## config.mk

```make
export PLATFORM = sky130hd
export DESIGN_NAME = key_event_queue
export DESIGN_NICKNAME = d
export VERILOG_FILES = /design/src/rtl/key_event_queue.sv
export SDC_FILE = /design/constraint.sdc
export NUM_CORES = 1
export LEC_CHECK = 0
export CAP_MARGIN = 5
export CORE_MARGIN = 10
export CORE_UTILIZATION = 55
export DETAILED_ROUTE_END_ITERATION = 7
export DONT_BUFFER_PORTS = 1
export GPL_TIMING_DRIVEN = 0
export MAX_ROUTING_LAYER = met4
export PLACE_DENSITY = 0.7
export SLEW_MARGIN = 20
export SYNTH_ARGS = -nofsm -noshare
export SYNTH_HDL_FRONTEND = slang
export SYNTH_SLANG_ARGS = --single-unit
```

## constraint.sdc

```tcl
create_clock -name pixel_clk -period 6.1 [get_ports pixel_clk]
set_clock_uncertainty 0.2 [all_clocks]
set_input_delay 1.22 -clock pixel_clk [delete_from_list [all_inputs] [get_ports pixel_clk]]
set_output_delay 1.22 -clock pixel_clk [all_outputs]
set_load 0.01 [all_outputs]
```

## src/rtl/key_event_queue.sv

```systemverilog
// key_event_queue: synchronizes and debounces a raw keyboard keycode, turns new
// presses of the five game keys into events, queues them, and presents one event
// per video frame, aligned to the vertical-sync rising edge.
//
// Ports:
//   pixel_clk    in   pixel clock, the only clock
//   Reset_n      in   asynchronous active-low reset
//   keycode_raw  in   raw 8-bit keycode, asynchronous to pixel_clk
//   vs           in   vertical sync, synchronous to pixel_clk
//   flush        in   synchronous clear of queue and presented key
//   keycode      out  presented keycode, 0 when none
//   lane         out  one-hot lane of keycode (D,F,Space,J,K), 0 when none
//   key_valid    out  high while keycode is nonzero
//   overflow     out  sticky: an event was dropped on a full queue
//   fifo_count   out  number of queued events
module key_event_queue #(
  parameter int unsigned DEPTH         = 4,
  parameter int unsigned STABLE_CYCLES = 8,
  parameter int unsigned HOLD_FRAMES   = 1
) (
  input  logic                         pixel_clk,
  input  logic                         Reset_n,
  input  logic [7:0]                   keycode_raw,
  input  logic                         vs,
  input  logic                         flush,
  output logic [7:0]                   keycode,
  output logic [4:0]                   lane,
  output logic                         key_valid,
  output logic                         overflow,
  output logic [$clog2(DEPTH+1)-1:0]   fifo_count
);

  localparam int unsigned PW = $clog2(DEPTH);
  localparam int unsigned CW = $clog2(DEPTH + 1);

  localparam logic [7:0] STAB_MAX  = 8'(STABLE_CYCLES - 1);
  localparam logic [3:0] HOLD_INIT = 4'(HOLD_FRAMES - 1);
  localparam logic [CW-1:0] FULL_CNT = CW'(DEPTH);

  localparam logic [7:0] KEY_D     = 8'h07;
  localparam logic [7:0] KEY_F     = 8'h09;
  localparam logic [7:0] KEY_SPACE = 8'h2C;
  localparam logic [7:0] KEY_J     = 8'h0D;
  localparam logic [7:0] KEY_K     = 8'h0E;

  localparam logic [0:0] ST_IDLE = 1'b0;
  localparam logic [0:0] ST_SHOW = 1'b1;

  function automatic logic is_game(input logic [7:0] code);
    return (code == KEY_D) || (code == KEY_F) || (code == KEY_SPACE) ||
           (code == KEY_J) || (code == KEY_K);
  endfunction

  // Synchronizer and debounce state
  logic [7:0] sync1_q, sync2_q;
  logic [7:0] cand_q, prev_key_q;
  logic [7:0] stab_cnt_q;
  logic       done_q;       // current cand already accepted
  logic       accept_c;
  logic       push_c;

  // Queue state
  logic [7:0]    mem_q [DEPTH];
  logic [PW-1:0] wr_ptr_q, rd_ptr_q;
  logic [CW-1:0] count_q, count_d;
  logic          ovf_q;
  logic          full_c, push_ok_c, drop_c;

  // Presentation state
  logic       vs_d_q;
  logic       frame_edge_c;
  logic [0:0] state_q, state_d;
  logic [7:0] key_q, key_d;
  logic [3:0] hold_q, hold_d;
  logic       pop_c;

  // Accept once per new value after STABLE_CYCLES identical samples
  assign accept_c = (sync2_q == cand_q) && (stab_cnt_q == STAB_MAX) && !done_q;
  assign push_c   = accept_c && is_game(cand_q) && (cand_q != prev_key_q);

  always_ff @(posedge pixel_clk or negedge Reset_n) begin
    if (!Reset_n) begin
      sync1_q    <= 8'h00;
      sync2_q    <= 8'h00;
      cand_q     <= 8'h00;
      stab_cnt_q <= 8'h00;
      done_q     <= 1'b0;
      prev_key_q <= 8'h00;
    end else begin
      sync1_q <= keycode_raw;
      sync2_q <= sync1_q;
      if (sync2_q != cand_q) begin
        cand_q     <= sync2_q;
        stab_cnt_q <= 8'h00;
        done_q     <= 1'b0;
      end else if (stab_cnt_q != STAB_MAX) begin
        stab_cnt_q <= stab_cnt_q + 8'd1;
      end else if (accept_c) begin
        done_q     <= 1'b1;
        prev_key_q <= cand_q;
      end
    end
  end

  // Queue control: flush wins over push; a pop frees the slot for a push on full
  assign full_c    = (count_q == FULL_CNT);
  assign push_ok_c = push_c && !flush && (!full_c || pop_c);
  assign drop_c    = push_c && !flush && full_c && !pop_c;

  always_comb begin
    count_d = count_q;
    if (flush) begin
      count_d = '0;
    end else begin
      case ({push_ok_c, pop_c})
        2'b10:   count_d = count_q + CW'(1);
        2'b01:   count_d = count_q - CW'(1);
        default: count_d = count_q;
      endcase
    end
  end

  always_ff @(posedge pixel_clk or negedge Reset_n) begin
    if (!Reset_n) begin
      for (int i = 0; i < int'(DEPTH); i++) mem_q[i] <= 8'h00;
      wr_ptr_q <= '0;
      rd_ptr_q <= '0;
      count_q  <= '0;
      ovf_q    <= 1'b0;
    end else begin
      count_q <= count_d;
      if (drop_c) ovf_q <= 1'b1;
      if (flush) begin
        wr_ptr_q <= '0;
        rd_ptr_q <= '0;
      end else begin
        if (push_ok_c) begin
          mem_q[wr_ptr_q] <= cand_q;
          wr_ptr_q        <= wr_ptr_q + PW'(1);
        end
        if (pop_c) rd_ptr_q <= rd_ptr_q + PW'(1);
      end
    end
  end

  assign frame_edge_c = vs && !vs_d_q;

  // Presentation next-state: pop only from entries queued before this cycle
  always_comb begin
    state_d = state_q;
    key_d   = key_q;
    hold_d  = hold_q;
    pop_c   = 1'b0;
    if (flush) begin
      state_d = ST_IDLE;
      key_d   = 8'h00;
      hold_d  = 4'h0;
    end else if (frame_edge_c) begin
      case (state_q)
        ST_IDLE: begin
          if (count_q != '0) begin
            pop_c   = 1'b1;
            key_d   = mem_q[rd_ptr_q];
            hold_d  = HOLD_INIT;
            state_d = ST_SHOW;
          end
        end
        ST_SHOW: begin
          if (hold_q != 4'h0) begin
            hold_d = hold_q - 4'd1;
          end else if (count_q != '0) begin
            pop_c  = 1'b1;
            key_d  = mem_q[rd_ptr_q];
            hold_d = HOLD_INIT;
          end else begin
            key_d   = 8'h00;
            state_d = ST_IDLE;
          end
        end
        default: begin
          key_d   = 8'h00;
          hold_d  = 4'h0;
          state_d = ST_IDLE;
        end
      endcase
    end
  end

  always_ff @(posedge pixel_clk or negedge Reset_n) begin
    if (!Reset_n) begin
      vs_d_q  <= 1'b0;
      state_q <= ST_IDLE;
      key_q   <= 8'h00;
      hold_q  <= 4'h0;
    end else begin
      vs_d_q  <= vs;
      state_q <= state_d;
      key_q   <= key_d;
      hold_q  <= hold_d;
    end
  end

  // Lane is a pure decode of the registered keycode
  always_comb begin
    lane = 5'b00000;
    case (key_q)
      KEY_D:     lane = 5'b00001;
      KEY_F:     lane = 5'b00010;
      KEY_SPACE: lane = 5'b00100;
      KEY_J:     lane = 5'b01000;
      KEY_K:     lane = 5'b10000;
      default:   lane = 5'b00000;
    endcase
  end

  assign keycode    = key_q;
  assign key_valid  = (key_q != 8'h00);
  assign overflow   = ovf_q;
  assign fifo_count = count_q;

endmodule

```

Yosys cells after proc, flatten, opt, wreduce, memory -nomap -nowiden:

Cells that the tools add are included.

* flip-flop bits (word level): 95
* bits in latches: 0
* RAM bits: 0
* ROM bits: 0
* bits of input ports: 12
* output and inout port bits: 18
* memories: 0

* add/subtract/negate cells: 6
* multiply operators: 0
* div/mod/pow operators: 0
* $lt $le $gt $ge: 3
* equality and inequality tests: 21
* shifts and indexed selects: 0
* muxes and demuxes: 38
* bitwise logic cells: 6
* reduce and logical (&&, ||, !) cells: 33

Operator list (number)
* 2-to-1 mux 8 bit: 10
* equality test 8 x 4 -> 1 bit (second input constant): 6
* bitwise mux 32 bit: 1
* case mux 5 bit (5 select lines): 1
* equality test 8 x 3 -> 1 bit (second input constant): 3
* binary-select mux 8 bit (select 2 bit): 1
* demux 8 bit (select 2 bit): 1
* equality test 8 x 6 -> 1 bit (second input constant): 2
* 2-to-1 mux 4 bit: 4
* inequality test 8 bit: 2
* case mux 8 bit (2 select lines): 1
* logical AND 1 bit: 10
* 2-to-1 mux 1 bit: 10
* nonzero test 2 bit: 5
* adder 8 x 1 -> 8 bit (second input constant): 1
* equality test 8 bit: 1
* 2-to-1 mux 2 bit: 4
* inequality test 8 x 3 -> 1 bit (second input constant): 1
* case mux 4 bit (2 select lines): 1
* nonzero test 8 bit: 1
* greater-or-equal comparator 3 bit (second input constant): 2
* inequality test 3 bit (second input constant): 2
* inverter 2 -> 3 bit: 2
* case mux 3 bit (2 select lines): 1
* 18 further kinds: 34

Depth between registers and ports, before layout:

* word-level depth: 12
* gate-level depth with buffers: 10
* depth with buffers taken out: 10

Worst setup path after synthesis:

Ideal clock, no wire load.

* path type: input -> register
* start point: input port flush
* end point: register count_q[2], in the netlist fifo_count[2]
* library setup time: 0.083 ns
* arrival: 3.251 ns
* required time: 5.817 ns
* slack: 2.566 ns
* stages: 9
* cells stage by stage: buf_6 -> nor4_1 -> nand2_1 -> or4b_4 -> and2_2 -> fa_1 -> nor4_1 -> a211oi_1 -> o21ai_0

* longest elaborated chain between the ends: 6

RTL lines
* from (decl): RTL line 25 `input logic flush,`
* 2-to-1 mux 1 bit / logical NOT 1 bit (equally long branches): RTL line 154, 107
* logical OR 1 bit / logical AND 1 bit (equally long branches): RTL line 107 `assign push_ok_c = push_c && !flush && (!full_c || pop_c);`
* logical AND 1 bit: RTL line 107
* equality test 2 x 1 -> 1 bit / equality test 2 bit (equally long branches): RTL line 115 `case ({push_ok_c, pop_c})`
* case mux 3 bit (2 select lines): RTL line 115
* 2-to-1 mux 3 bit: RTL line 112 `if (flush) begin`
* to (signal assigned): RTL line 131 `count_q <= count_d;`
* to (decl): RTL line 65 `logic [CW-1:0] count_q, count_d;`

Parallel ways exist; a longest one is shown, timed or not.
A chain may end at the register's enable or synchronous reset.

Worst setup path in the final report:

* start point: register stab_cnt_q[0]
* end point: register count_q[2], in the netlist fifo_count[2]

* longest elaborated chain between the ends: 10

RTL lines
* from (decl): RTL line 57 `logic [7:0] stab_cnt_q;`
* from (signal assigned): RTL line 97 `stab_cnt_q <= stab_cnt_q + 8'd1;`
* equality test 8 x 3 -> 1 bit *: RTL line 78 `assign accept_c = (sync2_q == cand_q) && (stab_cnt_q == STAB_MAX) && !done_q;`
* logical AND 1 bit * (2 in a row): RTL line 78
* logical AND 1 bit * (2 in a row): RTL line 79 `assign push_c = accept_c && is_game(cand_q) && (cand_q != prev_key_q);`
* logical AND 1 bit * (2 in a row): RTL line 107
* equality test 2 x 1 -> 1 bit / equality test 2 bit (equally long branches): RTL line 115
* case mux 3 bit (2 select lines): RTL line 115
* 2-to-1 mux 3 bit: RTL line 112

Mark *: on every way between the ends. The rest lies on a longest branch, timed or not.

==> run metrics <==
global-route congestion overflow total 0; CTS Sinks 95; Tightest Pin Transition 0.732 ns; Initial DRT Pass Iterations 4; max-slew violation count 0; R2R depth 10; sequential cell area 2380 sq um; Crit-path slowest cell or4b_4; Post-CTS Setup Bufs 0; final-report hold violation count 0; Detailed Route Iter0 Violations 65; htree depth 3; CP endpoint fifo_count[2]; maximum vdd drop ~180 uV; total die area roughly 12000 sq um; layout cell share with drive strength beyond 1 ~13%; worst r2r src stab_cnt_q[0]; mux contribution to synthesized area between 10% and 20%; MaxCap Viol Count 0; Critical Path AT 3.60 ns; Cell variety after synth 50; DP Wirelength ~5.0 mm; max incr delay on CP ~0.57 ns; r2r endpoint fifo_count[2]; CTS clk-pin slew, worst paths around 0.090 ns; Placer Congestion slightly below 0.8; pin count of the biggest net entering global routing 96; crit share post-route between 50% and 60%; synthesis-to-layout area growth 7.58%; RSZ-0062 raised after global routing no; Root Buffer clkbuf_8; CTS Buffer Depth 2; via-per-instance ratio about 5.5; fill count 586; Num CTS Buffers 9; max_slew headroom 51.2%; Post-layout nets approximately 370; DRT Wirelength between 7 and 8 mm; CP max FO 7; Syn Area/Cell between 10 and 15 sq um; number of global-route vias before repair 2523; post-route ant nets 0; worst skew pair latency 0.37 ns; IO Port Bufs 0; cts repair resizes 0; TritonCTS clock tree yes; all-layer global routing usage between 10% and 20%; ys flop type dfrtp_1; XOR/XNOR share of the synthesized area between 4 and 5%; register area share after synthesis a little under three fifths; initial antenna violation count 0; core area ~7600 sq um; critical setup path kind reg -> reg; diode count 0; Setup crit end kind flip-flop; Setup crit start stab_cnt_q[0]; number of remaining DRC errors 0; fin crit period roughly 3.5 ns; power density over the cells approximately 230 nW/um^2; Finished Layout Cells about 460; Synth Area in Compound Gates under 10%; Post-Syn Nets 360; Starting Density a little under three fifths; Inst Count DP around 440; WP data required 6.18 ns; static leakage 0.00206 uW; worst hold-check path type reg -> reg; commonest non-fill, non-tap cell in the layout dfrtp_1; Die Y between 100 and 150 microns; main combinational cell family by area after synthesis simple AND/OR/NAND/NOR gates; post-synthesis cell area between 4000 and 5000 sq um; area occupied by multi-input gates ~1800 sq um; Synth Warn # 0; Max Clock Freq around 280 MHz; most frequent cells in the layout dfrtp_1 (95), nor2_1 (27), mux2_1 (21), nand2_1 (17), clkbuf_1 (16); setup tns final 0 ns; Top Ports 30; FP Rows 32; Hold-fix buffers, CTS 0; Final setup viols 0; reg-to-reg setup timing slack between 2 and 3 ns; DR vias 2508; number of flops mapped to enable cells by yosys 0; CP Cell Sequence ha_1, nor4b_4, nand3_4, or3_1, or4b_4, and2_2, fa_1, nor4_1, a211oi_1, o21ai_0; Pwr Total roughly 1100 uW; FFs w/ async S/R, synth 100%; CP startpoint kind flip-flop; Die W between 100 and 150 microns; #FFs+latches synth 95; Mapped Cells about 340; wire per inst 15.8 microns; Synth Area in Adders under 10%; first-pass GRT wire length around 12 mm; Synth Area in Simple Gates 16.3%; status finished clean; Min Hold Slack between 0.15 and 0.2 ns
==> routing by layer <==
metal,up-vias,wire length [microns],global-route usage (%)
li1,1206,-,-
met1,1246,3450,17.1
met2,45,3350,21.1
met3,11,310,3.03
met4,0,117,6.30
met5,-,0,-
==> layout make-up <==
type	instances	area share [%]
Inverter	6	0.491
Buffer	21	2.07
Tap cell	102	2.78
Sequential cell	95	51.9
Clock inverter	6	1.26
Clock buffer	10	3.00
Multi-Input combinational cell	219	38.5
==> cells in the mapped netlist (3+ instances only) <==
cell | instances | area (sq um)
dfrtp_1 | 95 | 2380
nor2_1 | 27 | 101
mux2_1 | 21 | 236
nand2_1 | 17 | 63.8
clkbuf_1 | 16 | 60.1
and2_1 | 14 | 87.6
xnor2_1 | 13 | 114
xor2_1 | 11 | 96.3
a22o_1 | 8 | 70.1
mux2_2 | 8 | 90.1
mux4_2 | 8 | 180
o21ai_0 | 7 | 35.0
a21oi_1 | 6 | 30.0
ha_1 | 6 | 75.1
inv_1 | 6 | 22.5
nand2b_1 | 5 | 31.3
nor4_1 | 5 | 31.3
nor4b_1 | 5 | 43.8
mux2i_1 | 4 | 40.0
nand2_2 | 4 | 25.0
nand3_1 | 4 | 20.0
nand4_1 | 4 | 25.0
nor2b_1 | 4 | 25.0
nor3_1 | 4 | 20.0
a211oi_1 | 3 | 22.5
nand4b_1 | 3 | 26.3
nor3b_1 | 3 | 22.5
or3_1 | 3 | 18.8
==> how the worst min path moves through the flow <==
stage	startpoint	end	cells after the start
2_1_floorplan	sync1_q[0]	sync2_q[0]	0
3_3_place_gp	sync1_q[6]	sync2_q[6]	0
3_5_place_dp	sync1_q[3]	sync2_q[3]	0
4_1_cts	sync1_q[6]	sync2_q[6]	0
5_1_grt	sync1_q[7]	sync2_q[7]	0
6_report	sync1_q[6]	sync2_q[6]	0
==> flip-flops by register name (all words and copies together) (netlist names), 3 cells and up <==
signal	flops
mem_q	32
cand_q	8
sync2_q	8
hold_q	4
prev_key_q	8
fifo_count	3
keycode	8
stab_cnt_q	8
sync1_q	8
==> cells by family after synthesis <==
group           count (synthesis)
flops                          95
buf+inv                        27
compound gates                 29
fa+ha+maj                       7
mux                            42
xor+xnor                       24
simple gates                  117
==> power by group <==
group | internal (uW) | switching, uW | total (uW)
clock | 170 | 237 | 407
sequential | 638 | 4.76 | 642
combinational | 10.1 | 14.7 | 24.8
==> critical path, delay by kind of cell, from the launching register on <==
kind                     cells  cell delay [ns]
AO/OA/AOI/OAI                2             0.21
adder cells (fa/ha/maj)      2             0.67
AND/OR/NAND/NOR              6             1.93
flip-flops                   1             0.42
==> per-stage QoR <==
step                instance area [sq um]  setup slack, ns  util, %
floorplan                            4260             2.57        -
global placement                     4390             2.36     57.4
detailed placement                   4390             2.27     57.4
CTS                                  4580             2.54     59.9
global route                         4580             2.33     59.9
finish                               4580             2.59     59.9
No activity file was read; power rests on OpenSTA's default activity.
